==> src/rtl/timer_ctrl.sv <==
// timer_ctrl: prescaled down-counter timer with one-shot/periodic modes,
// sticky interrupt flag and abort. State sequence IDLE -> LOAD -> RUN ->
// EXPIRE, with EXPIRE returning to LOAD (periodic) or IDLE (one-shot).
module timer_ctrl #(
   parameter int DW = 32,
   parameter int PW = 8
) (
   input  logic          clk,
   input  logic          nreset,
   input  logic          start,
   input  logic          stop,
   input  logic          periodic,
   input  logic [DW-1:0] period,
   input  logic [PW-1:0] prescale,
   input  logic          irq_clear,
   output logic [DW-1:0] count,
   output logic          busy,
   output logic          expired,
   output logic          irq,
   output logic [1:0]    state
);

   localparam logic [1:0] ST_IDLE   = 2'd0;
   localparam logic [1:0] ST_LOAD   = 2'd1;
   localparam logic [1:0] ST_RUN    = 2'd2;
   localparam logic [1:0] ST_EXPIRE = 2'd3;

   localparam logic [DW-1:0] CNT_ONE   = DW'(1);
   localparam logic [PW-1:0] PRESC_ONE = PW'(1);

   logic [1:0]    state_reg, state_next;
   logic [DW-1:0] count_reg, count_next;
   logic [PW-1:0] presc_reg, presc_next;
   logic          irq_reg, irq_next;

   // Next-state, counter and prescaler logic; stop overrides everything and
   // leaves count/prescaler untouched.
   always_comb begin
      state_next = state_reg;
      count_next = count_reg;
      presc_next = presc_reg;
      if (stop) begin
         state_next = ST_IDLE;
      end else begin
         case (state_reg)
            ST_IDLE: begin
               if (start) state_next = ST_LOAD;
            end
            ST_LOAD: begin
               count_next = period;
               presc_next = '0;
               state_next = (period == '0) ? ST_EXPIRE : ST_RUN;
            end
            ST_RUN: begin
               // prescale is compared live so a host may retune the tick rate
               // mid-run; period only matters at the next LOAD.
               if (presc_reg == prescale) begin
                  presc_next = '0;
                  // <= 1 rather than == 1 keeps count from ever wrapping.
                  if (count_reg <= CNT_ONE) begin
                     count_next = '0;
                     state_next = ST_EXPIRE;
                  end else begin
                     count_next = count_reg - CNT_ONE;
                  end
               end else begin
                  presc_next = presc_reg + PRESC_ONE;
               end
            end
            ST_EXPIRE: begin
               state_next = periodic ? ST_LOAD : ST_IDLE;
            end
            default: begin
               state_next = ST_IDLE;
            end
         endcase
      end
   end

   // Sticky interrupt: an expiry (not aborted by stop) beats a coincident clear.
   always_comb begin
      irq_next = irq_reg;
      if ((state_reg == ST_EXPIRE) && !stop) begin
         irq_next = 1'b1;
      end else if (irq_clear) begin
         irq_next = 1'b0;
      end
   end

   // State registers with asynchronous active-low reset.
   always_ff @(posedge clk or negedge nreset) begin
      if (!nreset) begin
         state_reg <= ST_IDLE;
         count_reg <= '0;
         presc_reg <= '0;
         irq_reg   <= 1'b0;
      end else begin
         state_reg <= state_next;
         count_reg <= count_next;
         presc_reg <= presc_next;
         irq_reg   <= irq_next;
      end
   end

   assign state   = state_reg;
   assign count   = count_reg;
   assign irq     = irq_reg;
   assign busy    = (state_reg != ST_IDLE);
   assign expired = (state_reg == ST_EXPIRE);

endmodule
==> config.mk <==
export PLATFORM = sky130hd
export DESIGN_NAME = timer_ctrl
export DESIGN_NICKNAME = d
export VERILOG_FILES = /design/src/rtl/timer_ctrl.sv
export SDC_FILE = /design/constraint.sdc
export NUM_CORES = 1
export LEC_CHECK = 0
export ABC_AREA = 1
export ABC_CLOCK_PERIOD_IN_PS = 2190
export CAP_MARGIN = 20
export CORE_ASPECT_RATIO = 0.7
export CORE_MARGIN = 2
export CORE_UTILIZATION = 51
export DETAILED_ROUTE_END_ITERATION = 7
export GPL_ROUTABILITY_DRIVEN = 0
export PLACE_DENSITY_LB_ADDON = 0.05
export SYNTH_ARGS = -nofsm -noshare
export SYNTH_HDL_FRONTEND = slang
export SYNTH_SLANG_ARGS = --single-unit
==> constraint.sdc <==
create_clock -name clk -period 2.19 [get_ports clk]
set_clock_uncertainty 0.2 [all_clocks]
set_input_delay 0.657 -clock clk [delete_from_list [all_inputs] [get_ports clk]]
set_output_delay 0.657 -clock clk [all_outputs]
set_load 0.005 [all_outputs]
* Word-level counts from Yosys, hierarchy flattened *
Index checks and enable logic that the tools add are counted.

cells by class
  reduce and logical (&&, ||, !) cells = 10
  $add $sub $neg = 2
  muxes and demuxes = 14
  bitwise gates (word level) = 1
  magnitude comparators = 1
  equality and inequality tests = 8

operators with widths
  cell                                                   number
  two-way mux 32 bit                                     2
  case mux 32 bit (2 select lines)                       1
  <= comparator 32 x 1 -> 1 bit (second input constant)  1
  zero test 32 bit                                       1
  subtractor 32 x 1 -> 32 bit (second input constant)    1
  case mux 8 bit (2 select lines)                        1
  inequality test 3 bit (second input constant)          3
  adder 8 x 1 -> 8 bit (second input constant)           1
  == test 8 bit                                          1
  two-way mux 2 bit                                      4
  two-way mux 8 bit                                      1
  case mux 2 bit (4 select lines)                        1
  AND reduction 3 bit                                    2
  nonzero test 2 bit                                     3
  == test 2 bit (second input constant)                  2
  two-way mux 1 bit                                      4
  == test 2 x 1 -> 1 bit (second input constant)         1
  zero test 2 bit                                        1
  inequality test 2 bit (second input constant)          1
  AND reduction 2 bit                                    1
  logical AND 1 bit                                      1
  zero test 1 bit                                        1
  inverter 1 bit                                         1

word-level totals
  output and inout bits = 37
  flip-flop bits (word level) = 43
  logic and storage cells = 40
  input port bits = 46

* Depth between registers and ports, before layout *
Gate-level depths: netlist of the first run.

  depth in word-level cells = 5
  mapped depth = 14
  mapped depth without buffers = 13

* Worst setup path after synthesis of the first run *
No wires, ideal clock.

  kind = register -> register
  start = reg state_reg[0] (netlist: state[0])
  end = reg presc_reg[7]
  data required time = 1.872 ns
  arrival time = 1.556 ns
  setup time = 0.118 ns
  stages on the path, launching flop included = 11
  path slack = 0.315 ns
  clock period less this slack = 1.875 ns
  path buffers = 0
  cells stage by stage = dfrtp_1 inv_1 ha_1 nand2_1 inv_2 nand2_1 nor2_2 nand3_1 nor2_1 xor2_1 nor2_1

between the ends
  cells in the longest elaborated chain, start to end = 3
  elaborated cells between the ends (all ways) = 5
  those cells by class = eq/ne: 2; mux: 1; reduce/logical: 2

RTL lines
  element                                                  RTL line  source
  from (decl)                                              31        logic [1:0] state_reg, state_next;
  from (signal assigned)                                   98        state_reg <= state_next;
  == test 2 bit or == test 2 x 1 -> 1 bit (tied branches)  45        case (state_reg)
  nonzero test 2 bit (no line)                             --
  AND reduction 2 bit (no line)                            --
  to (signal assigned)                                     100       presc_reg <= presc_next;
  to (decl)                                                33        logic [PW-1:0] presc_reg, presc_next;

Parallel ways exist; a longest one is shown, timed or not.
A chain may end at the register's enable or synchronous reset.

* Worst setup path in the final report of the first run *
  start = reg count_reg[0] (netlist: count[0])
  end = out count[0]

RTL lines
  element                 RTL line  source
  from (decl)             32        logic [DW-1:0] count_reg, count_next;
  from (signal assigned)  99        count_reg <= count_next;
  to (decl)               16        output logic [DW-1:0] count,

No word-level cell between the ends.

==> results.py, run 1 <==
metrics = {
    "outcome": {
        "status": "finished, final reports clean",
    },
    "logic_synthesis": {
        "yosysMostFrequentCell": "nand2_1",
        "synth_common_cells": "nand2_1 (139), nor2_1 (130), inv_1 (67)",
        "synthCells": 557,
        "ys_warn_count": 0,
        "syn_area_per_cell_um2": 6.51,
        "synthArstFlopShare": 1.00,
        "syn_area_mm2": 0.00362,
        "synth.largest_area_cell": "dfrtp_1",
        "synth_top_area_share": 0.297,
        "ys_ff_latch": 43,
        "syn-num-nets": 611,
        "ys_top_cells_by_area": "dfrtp_1 (30%), nand2_1 (14%), nor2_1 (13%), inv_1 (6.9%), nand3_1 (4.8%)",
        "ys.flop_type": "dfrtp_1",
        "synth_edf_count": 0,
        "yosysSeqAreaShare": 0.297,
        "synth_cell_types": 36,
    },
    "cells_and_area": {
        "num_antenna_cells": 0,
        "syn_to_final_growth_pct": 37.9,
        "nNetsFinal": 725,
        "num-fill-cells": 611,
        "layout.cells.non_filler": 765,
        "largest_register_ffs": 32,
        "final_core_util": 0.733,
        "drive_gt1_frac": 0.198,
        "stdcell_area_mm2": 0.00500,
    },
    "timing": {
        "worst_pin_slew_ns": 0.460,
        "finalSetupTns_ns": 0,
        "post-route-min-period_ns": 2.17,
        "holdWs_ns": 0.121,
        "hold_viol": 0,
        "maxSlewViolCount": 0,
        "setup_viol": 0,
        "fmax_ghz": 0.460,
        "min_period_over_period": 0.992,
        "max_slew_margin": 0.692,
        "setup_ws_ns": 0.0176,
    },
    "pwr": {
        "leakagePower_nw": 2.28,
        "clockPowerShare": 0.093,
        "power_frac_comb": 0.620,
        "max-vdd-ir-drop_uv": 564,
        "seq_power_share": 0.287,
        "switchingPower_mw": 2.64,
        "swShare": 0.453,
        "power_mw": 5.83,
        "power.density_mw_per_mm2": 1170,
        "internal_power_mw": 3.19,
    },
    "drt": {
        "wl_mm": 11.1,
        "num_vias": 3997,
        "post_drt_wl_per_cell_um": 14.6,
        "ant_nets": 0,
        "dr.pass1.iters": 5,
        "route.detailed.drc": 0,
        "first_iter_violations": 273,
        "viasPerCell": 5.22,
    },
    "floorplan": {
        "fp-row-count": 25,
        "initial_utilization": 0.531,
        "die_w_um": 105,
        "core-area_mm2": 0.00682,
        "die_h_um": 74.5,
        "io_pins": 83,
        "dieArea_mm2": 0.00781,
    },
    "clock_network": {
        "cts.sinks": 43,
        "clk_latency_ns": 0.30,
        "cts_root_buf": "clkbuf_8",
        "htree_num_levels": 2,
        "cts_made_buffers": 5,
        "holdBufCountCts": 0,
        "clock_path_buffers": 2,
        "cts_tree": "yes",
        "clk_pin_slew_ns": 0.09,
    },
    "global_route": {
        "grt_max_degree": 44,
        "grt_pass1_vias": 3779,
        "antenna_found_initial": 0,
        "grt_pass1_wl_mm": 18.0,
        "grt_overflow_total": 0,
        "grt.total_usage": 0.291,
    },
    "setup_path": {
        "crit_family": "buffers and inverters",
        "path_cells": "buf_4 -> clkdlybuf4s50_1",
        "worst-path-buf-inv": 2,
        "critPathArrivalTime_ns": 1.32,
        "crit_required_ns": 1.33,
        "worst_path_max_delay_cell": "clkdlybuf4s50_1",
        "crit_path_start_kind": "register",
        "critPathMaxStageDelay_ns": 0.49,
        "worstSetupPathType": "reg2out",
        "endpoint_kind": "primary output",
        "crit_fanout": 3,
    },
    "placed_design": {
        "pre_cts_slack_ns": -0.256,
        "dp.cells": 751,
        "port_buffers": 82,
        "hpwlAfterDp_mm": 8.36,
        "placement.cell_area_mm2": 0.00478,
    },
    "flow_run": {
        "drv_cap": 0,
    },
    "min_path": {
        "hp-class": "in2async",
    },
}
==> path summary, 6_finish.rpt <==
check                      startpoint         to  slack [ns]  cells past startpoint
setup / recovery             count[0]   count[0]        0.02                      2
max in group asynchronous      nreset   state[0]        1.42                      2
hold reg to reg                   irq        irq        0.34                      2
min in group clk                  irq        irq        0.34                      2
hold / removal                 nreset   count[5]        0.12                      2
setup reg to reg             count[0]  count[25]        0.07                     11
==> cell type report <==
class | count | area [µm²] | area share
repair buffers | 120 | 1200 | 0.241
clock inverters | 1 | 5.00 | 0.00100
well taps | 94 | 118 | 0.0235
inverters | 72 | 278 | 0.0556
multi-input cells | 429 | 2210 | 0.442
clock buffers | 6 | 82.6 | 0.0165
flip-flops and latches | 43 | 1100 | 0.220
==> routing by layer <==
layer | share of wire | global-route usage | up-vias
li1 | - | - | 1952
met1 | 0.44 | 0.390 | 1834
met2 | 0.45 | 0.495 | 196
met3 | 0.10 | 0.0666 | 15
met4 | 0.014 | 0.0548 | 0
met5 | 0 | 0 | -
==> layout by cell type, fill, tap and decap left out, types with 2 or more instances in the layout <==
master	instances
dfrtp_1	25
clkbuf_8	6
inv_2	5
nand3_2	2
dlygate4sd2_1	2
o21ai_1	10
a21oi_1	9
clkdlybuf4s50_1	77
or2_2	3
dfrtp_2	18
xor2_1	9
inv_1	66
ha_1	7
nand3b_1	2
buf_4	29
buf_12	8
nor2_1	123
nand2_4	3
nand3_1	33
o21ai_0	5
nand2_1	139
nor2_2	24
xnor2_1	7
o21bai_1	5
nor3_1	2
nor2_4	9
a21oi_2	16
nand4_1	11
==> kinds of logic (layout without fill, tap and decap cells) <==
family,count (synthesis),count (layout),synth area share
and+or+nand+nor,356,357,0.438
buffers and inverters,86,199,0.110
xor gates and xnor gates,16,16,0.0387
AOI/OAI and AO/OA,48,48,0.0894
DFF,43,43,0.297
adders and majority gates,8,8,0.0276
==> power groups by stage <==
stage	clock, mW	sequential, mW	combinational (mW)
floorplan	0	1.57	1.91
global route	0.580	1.72	3.96
CTS	0.544	1.62	3.50
detailed placement	0	1.64	3.44
global placement	0	1.62	3.36
finish	0.540	1.67	3.61
==> repair_timing <==
item,4_1_cts,5_1_grt
buffers inserted,3,3
resized for setup,9,30
gates cloned,0,1
endpoints found under the setup margin,25,45
pin swaps,0,5
==> worst register-to-register path, stage by stage (launching register included) <==
cell and delay (ns):
dfrtp_1 0.41, buf_4 0.14, ha_1 0.19, inv_1 0.06
nand2_1 0.05, nand2_1 0.15, nor2_4 0.05, nand3_1 0.09
nor2_2 0.08, nor2_4 0.29, nand3_1 0.18, a21oi_2 0.15
Note: power is estimated with default switching activity, not from simulation.
==> inputs of run 2 (changes only) <==
--- a/config.mk
+++ b/config.mk
@@ -6,11 +6,11 @@
 export NUM_CORES = 1
 export LEC_CHECK = 0
 export ABC_AREA = 1
-export ABC_CLOCK_PERIOD_IN_PS = 2190
+export ABC_CLOCK_PERIOD_IN_PS = 1900
 export CAP_MARGIN = 20
 export CORE_ASPECT_RATIO = 0.7
 export CORE_MARGIN = 2
-export CORE_UTILIZATION = 51
+export CORE_UTILIZATION = 46
 export DETAILED_ROUTE_END_ITERATION = 7
 export GPL_ROUTABILITY_DRIVEN = 0
 export PLACE_DENSITY_LB_ADDON = 0.05
==> constraint.sdc (replaced) <==
create_clock -name clk -period 1.9 [get_ports clk]
set_clock_uncertainty 0.2 [all_clocks]
set_input_delay 0.57 -clock clk [delete_from_list [all_inputs] [get_ports clk]]
set_output_delay 0.57 -clock clk [all_outputs]
set_load 0.005 [all_outputs]
==> results.py, run 2 (synthesis results as in run 1) <==
metrics = {
    "cells_and_area": {
        "final_core_util": 0.779,
        "syn_to_final_growth_pct": 66.2,
        "num-fill-cells": 583,
        "layout_common_cells": "nand2_1 (125), nor2_1 (108), buf_4 (98)",
        "stdcell_area_mm2": 0.00602,
        "drive_gt1_frac": 0.362,
        "layout_commonest_cell": "nand2_1",
        "num_antenna_cells": 0,
        "largest_register_ffs": 32,
        "nNetsFinal": 807,
    },
    "drt": {
        "wl_mm": 12.9,
        "post_drt_wl_per_cell_um": 15.0,
        "ant_nets": 0,
        "dr.pass1.iters": 5,
        "num_vias": 4332,
        "first_iter_violations": 302,
        "route.detailed.drc": 0,
        "viasPerCell": 5.07,
    },
    "flow_run": {
        "drv_cap": 0,
    },
    "timing": {
        "max_slew_margin": 0.720,
        "hold_viol": 0,
        "post-route-min-period_ns": 2.01,
        "setup_ws_ns": -0.111,
        "setup_viol": 29,
        "finalSetupTns_ns": -0.887,
        "rsz0062_at_grt": "yes",
        "holdWs_ns": 0.330,
        "min_period_over_period": 1.06,
        "worst_pin_slew_ns": 0.419,
        "fmax_ghz": 0.497,
        "maxSlewViolCount": 0,
    },
    "clock_network": {
        "cts.sinks": 43,
        "cts_tree": "yes",
        "cts_made_buffers": 5,
        "clock_path_buffers": 2,
        "clk_latency_ns": 0.32,
        "htree_num_levels": 2,
        "cts_root_buf": "clkbuf_8",
        "clk_pin_slew_ns": 0.10,
    },
    "setup_path": {
        "worstSetupPathType": "reg2reg",
        "worstSetupPathDepth": 14,
        "r2r-end": "count[9]",
        "crit_required_ns": 1.92,
        "cp_common_cell": "nand2_4",
        "crit_fanout": 5,
        "critPathArrivalTime_ns": 2.03,
        "regToRegStartpoint": "count[0]",
        "worst_path_max_delay_cell": "dfrtp_2",
        "endpoint_kind": "register",
        "path_cells": "inv_2 -> ha_4 -> inv_4 -> nand2_4 -> nand2_4 -> nor2_4 -> buf_6 -> nand4_4 -> nand2_4 -> buf_12 -> buf_12 -> o21ai_1 -> nand2_1 -> nand2_1",
        "reg2reg_depth": 14,
        "crit_family": "simple AND/OR/NAND/NOR gates",
        "reg2reg_setup_slack_ns": -0.11,
        "worst-path-buf-inv": 5,
        "critPathMaxStageDelay_ns": 0.46,
        "crit_path_start_kind": "register",
    },
    "outcome": {
        "status": "finished with violations",
        "violations": "setup timing",
    },
    "floorplan": {
        "core-area_mm2": 0.00774,
        "die_h_um": 78.3,
        "fp-row-count": 27,
        "dieArea_mm2": 0.00861,
        "die_w_um": 110,
        "initial_utilization": 0.468,
        "io_pins": 83,
    },
    "pwr": {
        "max-vdd-ir-drop_uv": 730,
        "power.density_mw_per_mm2": 1390,
        "leakagePower_nw": 2.81,
        "power_mw": 8.40,
    },
    "min_path": {
        "worstHoldStart": "irq",
        "hp-class": "reg2reg",
        "hold_path_end": "irq",
        "worstHoldPathCells": 2,
    },
    "global_route": {
        "grt_pass1_wl_mm": 19.8,
        "grt.total_usage": 0.299,
        "antenna_found_initial": 0,
        "grt_max_degree": 27,
        "grt_overflow_total": 0,
        "grt_pass1_vias": 4115,
    },
    "placed_design": {
        "port_buffers": 82,
        "hpwlAfterDp_mm": 8.77,
        "placement.cell_area_mm2": 0.00506,
    },
}
-- run 2: cell types whose count changed in the layout (fill, tap and decap cells not counted), sizes merged, moves of 2 or more --
cell and change:
buf +82, bufinv +2, clkdlybuf4s15 +5, clkdlybuf4s50 -42, dlygate4sd2 +36
-- run 2: through the flow --
step | setup WS [ns] | cells
3_3_place_gp | -0.433 | 795
5_1_grt | -0.192 | 855
6_report | -0.111 | 855
4_1_cts | -0.129 | 847
2_1_floorplan | 0.0254 | 557
3_5_place_dp | -0.451 | 795
-- run 2: worst reg2reg max path, stage by stage, from the launching register on --
cell and delay (ns):
dfrtp_2 0.46, inv_2 0.09, ha_4 0.15, inv_4 0.04, nand2_4 0.06, nand2_4 0.05
nor2_4 0.10, buf_6 0.10, nand4_4 0.12, nand2_4 0.12, buf_12 0.11, buf_12 0.11
o21ai_1 0.06, nand2_1 0.07, nand2_1 0.06
-- run 2: power breakdown --
part | internal, mW | leakage (nW) | switching (mW) | total (mW)
sequential | 1.33 | 0.499 | 0.282 | 1.61
clock | 0.525 | 0.0644 | 0.382 | 0.907
combinational | 2.84 | 2.25 | 3.05 | 5.89
total | 4.69 | 2.81 | 3.71 | 8.40
-- run 2: area by class of cell --
class	count	area, µm²	area share
Sequential cell	43	1100	0.182
Clock inverter	3	67.6	0.0112
Clock buffer	5	68.8	0.0114
Multi-Input combinational cell	428	2510	0.416
Timing Repair Buffer	203	1870	0.310
Tap cell	101	126	0.0210
Inverter	72	288	0.0478
-- run 2: layer usage --
| metal | GRT usage | share of wire |
|---|---|---|
| met1 | 0.418 | 0.44 |
| met2 | 0.477 | 0.47 |
| met3 | 0.0482 | 0.078 |
| met4 | 0.0797 | 0.018 |
| met5 | 0 | 0 |
-- run 2: timing repair --
item                                    4_1_cts  5_1_grt
endpoints found under the setup margin       74       45
setup buffers                                42       10
hold buffers                                  1        0
endpoints found under the hold margin        14        0
cloned                                        2        0
resized for setup                           113       71
pin swaps                                    26       29
-- run 2: worst max-delay path by stage --
stage | slack [ns] | to | startpoint
2_1_floorplan | 0.03 | presc_reg[7] | state[0]
3_3_place_gp | -0.43 | count[21] | prescale[6]
3_5_place_dp | -0.45 | count[21] | prescale[1]
4_1_cts | -0.13 | busy | state[0]
5_1_grt | -0.19 | count[18] | count[27]
6_report | -0.11 | count[9] | count[0]
==> inputs of run 3 (changes only) <==
--- a/config.mk
+++ b/config.mk
@@ -5,15 +5,17 @@
 export SDC_FILE = /design/constraint.sdc
 export NUM_CORES = 1
 export LEC_CHECK = 0
-export ABC_AREA = 1
 export ABC_CLOCK_PERIOD_IN_PS = 1900
 export CAP_MARGIN = 20
+export CELL_PAD_IN_SITES_DETAIL_PLACEMENT = 1
+export CELL_PAD_IN_SITES_GLOBAL_PLACEMENT = 2
 export CORE_ASPECT_RATIO = 0.7
 export CORE_MARGIN = 2
-export CORE_UTILIZATION = 46
+export CORE_UTILIZATION = 25
 export DETAILED_ROUTE_END_ITERATION = 7
 export GPL_ROUTABILITY_DRIVEN = 0
 export PLACE_DENSITY_LB_ADDON = 0.05
+export SKIP_CTS_REPAIR_TIMING = 1
 export SYNTH_ARGS = -nofsm -noshare
 export SYNTH_HDL_FRONTEND = slang
 export SYNTH_SLANG_ARGS = --single-unit
==> results.py, run 3 <==
metrics = {
    "drt": {
        "viasPerCell": 5.05,
        "post_drt_wl_per_cell_um": 19.1,
        "dr.pass1.iters": 4,
        "wl_mm": 14.3,
        "first_iter_violations": 162,
        "num_vias": 3775,
        "route.detailed.drc": 0,
        "ant_nets": 0,
    },
    "logic_synthesis": {
        "syn_area_per_cell_um2": 8.30,
        "ys_ff_latch": 43,
        "yosysMostFrequentCell": "o21ai_0",
        "synth.largest_area_cell": "dfrtp_1",
        "ys_warn_count": 0,
        "synth_cell_types": 55,
        "synth_common_cells": "o21ai_0 (50), dfrtp_1 (43), nor2_1 (29)",
        "syn-num-nets": 398,
        "syn_area_mm2": 0.00286,
        "ys_top_cells_by_area": "dfrtp_1 (38%), o21ai_0 (8.8%), nor2_1 (3.8%), a21oi_1 (3.7%), ha_1 (3.5%)",
        "ys.flop_type": "dfrtp_1",
        "synthCells": 344,
        "synthArstFlopShare": 1.00,
        "yosysSeqAreaShare": 0.377,
        "synth_top_area_share": 0.377,
        "synth_edf_count": 0,
    },
    "setup_path": {
        "reg2reg_setup_slack_ns": -0.77,
        "r2r-end": "count[28]",
        "reg2reg_depth": 7,
        "critPathMaxStageDelay_ns": 0.56,
        "cp_common_cell": "or4_4",
        "worst_path_max_delay_cell": "or4_4",
        "endpoint_kind": "register",
        "regToRegStartpoint": "count[20]",
        "worstSetupPathType": "reg2reg",
        "crit_fanout": 5,
        "path_cells": "or4_4 -> or4_4 -> o31a_1 -> nand2_2 -> buf_4 -> o41ai_1 -> a221o_1",
        "worst-path-buf-inv": 1,
        "crit_required_ns": 1.88,
        "crit_family": "simple AND/OR/NAND/NOR gates",
        "critPathArrivalTime_ns": 2.65,
        "crit_path_start_kind": "register",
        "worstSetupPathDepth": 7,
    },
    "timing": {
        "hold_viol": 0,
        "fmax_ghz": 0.375,
        "min_period_over_period": 1.40,
        "setup_ws_ns": -0.767,
        "rsz0062_at_grt": "yes",
        "worst_pin_slew_ns": 0.363,
        "maxSlewViolCount": 0,
        "max_slew_margin": 0.756,
        "post-route-min-period_ns": 2.67,
        "finalSetupTns_ns": -23.56,
        "setup_viol": 41,
    },
    "pwr": {
        "power_mw": 8.33,
        "power.density_mw_per_mm2": 1430,
        "max-vdd-ir-drop_uv": 554,
        "leakagePower_nw": 2.88,
    },
    "global_route": {
        "grt_pass1_wl_mm": 21.1,
        "grt.total_usage": 0.221,
        "antenna_found_initial": 0,
        "grt_max_degree": 44,
        "grt_overflow_total": 0,
        "grt_pass1_vias": 3824,
    },
    "cells_and_area": {
        "largest_register_ffs": 32,
        "layout_commonest_cell": "buf_4",
        "drive_gt1_frac": 0.459,
        "layout_common_cells": "buf_4 (143), dfrtp_1 (43), o21ai_1 (38)",
        "num-fill-cells": 1294,
        "nNetsFinal": 648,
        "syn_to_final_growth_pct": 104,
        "layout.cells.non_filler": 748,
        "num_antenna_cells": 0,
        "multi_input_area_mm2": 0.00198,
        "final_core_util": 0.526,
        "regArea_mm2": 0.00108,
    },
    "floorplan": {
        "core-area_mm2": 0.0111,
        "die_w_um": 132,
        "die_h_um": 93.4,
        "fp-row-count": 32,
        "dieArea_mm2": 0.0123,
        "io_pins": 83,
        "initial_utilization": 0.257,
    },
    "clock_network": {
        "cts_root_buf": "clkbuf_16",
        "clk_latency_ns": 0.30,
        "htree_num_levels": 2,
        "cts_made_buffers": 5,
        "clk_pin_slew_ns": 0.07,
        "clock_path_buffers": 2,
        "cts.sinks": 43,
        "cts_tree": "yes",
    },
    "placed_design": {
        "dp.cells": 715,
        "hpwlAfterDp_mm": 10.6,
        "port_buffers": 82,
    },
    "min_path": {
        "hp-class": "in2async",
    },
    "flow_run": {
        "drv_cap": 0,
    },
    "outcome": {
        "violations": "setup timing",
        "status": "finished with violations",
    },
}
## run 3: how the worst max path moves through the flow
stage,endpoint,startpoint
6_report,count[28],count[20]
3_3_place_gp,state[0],period[16]
2_1_floorplan,count[18],count[20]
4_1_cts,state[0],period[16]
5_1_grt,count[21],count[20]
3_5_place_dp,state[0],period[16]
## run 3: cell families after synthesis
logic type | after synthesis | synth area share
compound gates | 114 | 0.252
xor+xnor | 11 | 0.0337
fa+ha+maj | 8 | 0.0351
buf+inv | 30 | 0.0438
flops | 43 | 0.377
simple gates | 138 | 0.259
## run 3: area by class of cell
class	count	area share
Timing Repair Buffer	260	0.409
Multi-Input combinational cell	271	0.339
Sequential cell	43	0.184
Tap cell	153	0.0328
Clock buffer	8	0.0268
Inverter	13	0.00836
## run 3: worst register-to-register path, delay by kind of cell (launching register included)
| family | cells | cell delay, ns |
|---|---|---|
| AOI/OAI and AO/OA | 3 | 0.67 |
| DFF | 1 | 0.39 |
| buffers and inverters | 1 | 0.14 |
| and+or+nand+nor | 3 | 1.15 |
## run 3: metal layers
metal | share of wire | wire [µm] | GRT usage | vias up
li1 | - | - | - | 1788
met1 | 0.50 | 7080 | 0.328 | 1879
met2 | 0.45 | 6450 | 0.341 | 97
met3 | 0.041 | 588 | 0.0314 | 11
met4 | 0.0093 | 132 | 0.0462 | 0
met5 | 0 | 0 | 0 | -
## run 3: report_power, final
group | leakage [nW] | switching (mW) | internal, mW
clock | 0.0772 | 0.403 | 0.562
sequential | 0.549 | 0.250 | 1.29
combinational | 2.25 | 2.77 | 3.06
total | 2.88 | 3.42 | 4.91
## run 3: through the flow
| step | cell area (µm²) | hold slack, ns | worst slack, ns |
|---|---|---|---|
| after floorplan | 2890 | 0.0744 | -0.685 |
| after global placement | 5000 | 0.306 | -1.16 |
| after detailed placement | 5000 | 0.318 | -1.18 |
| after CTS | 5150 | 0.0825 | -0.881 |
| after global routing | 5840 | 0.0831 | -0.842 |
| final | 5840 | 0.0574 | -0.767 |
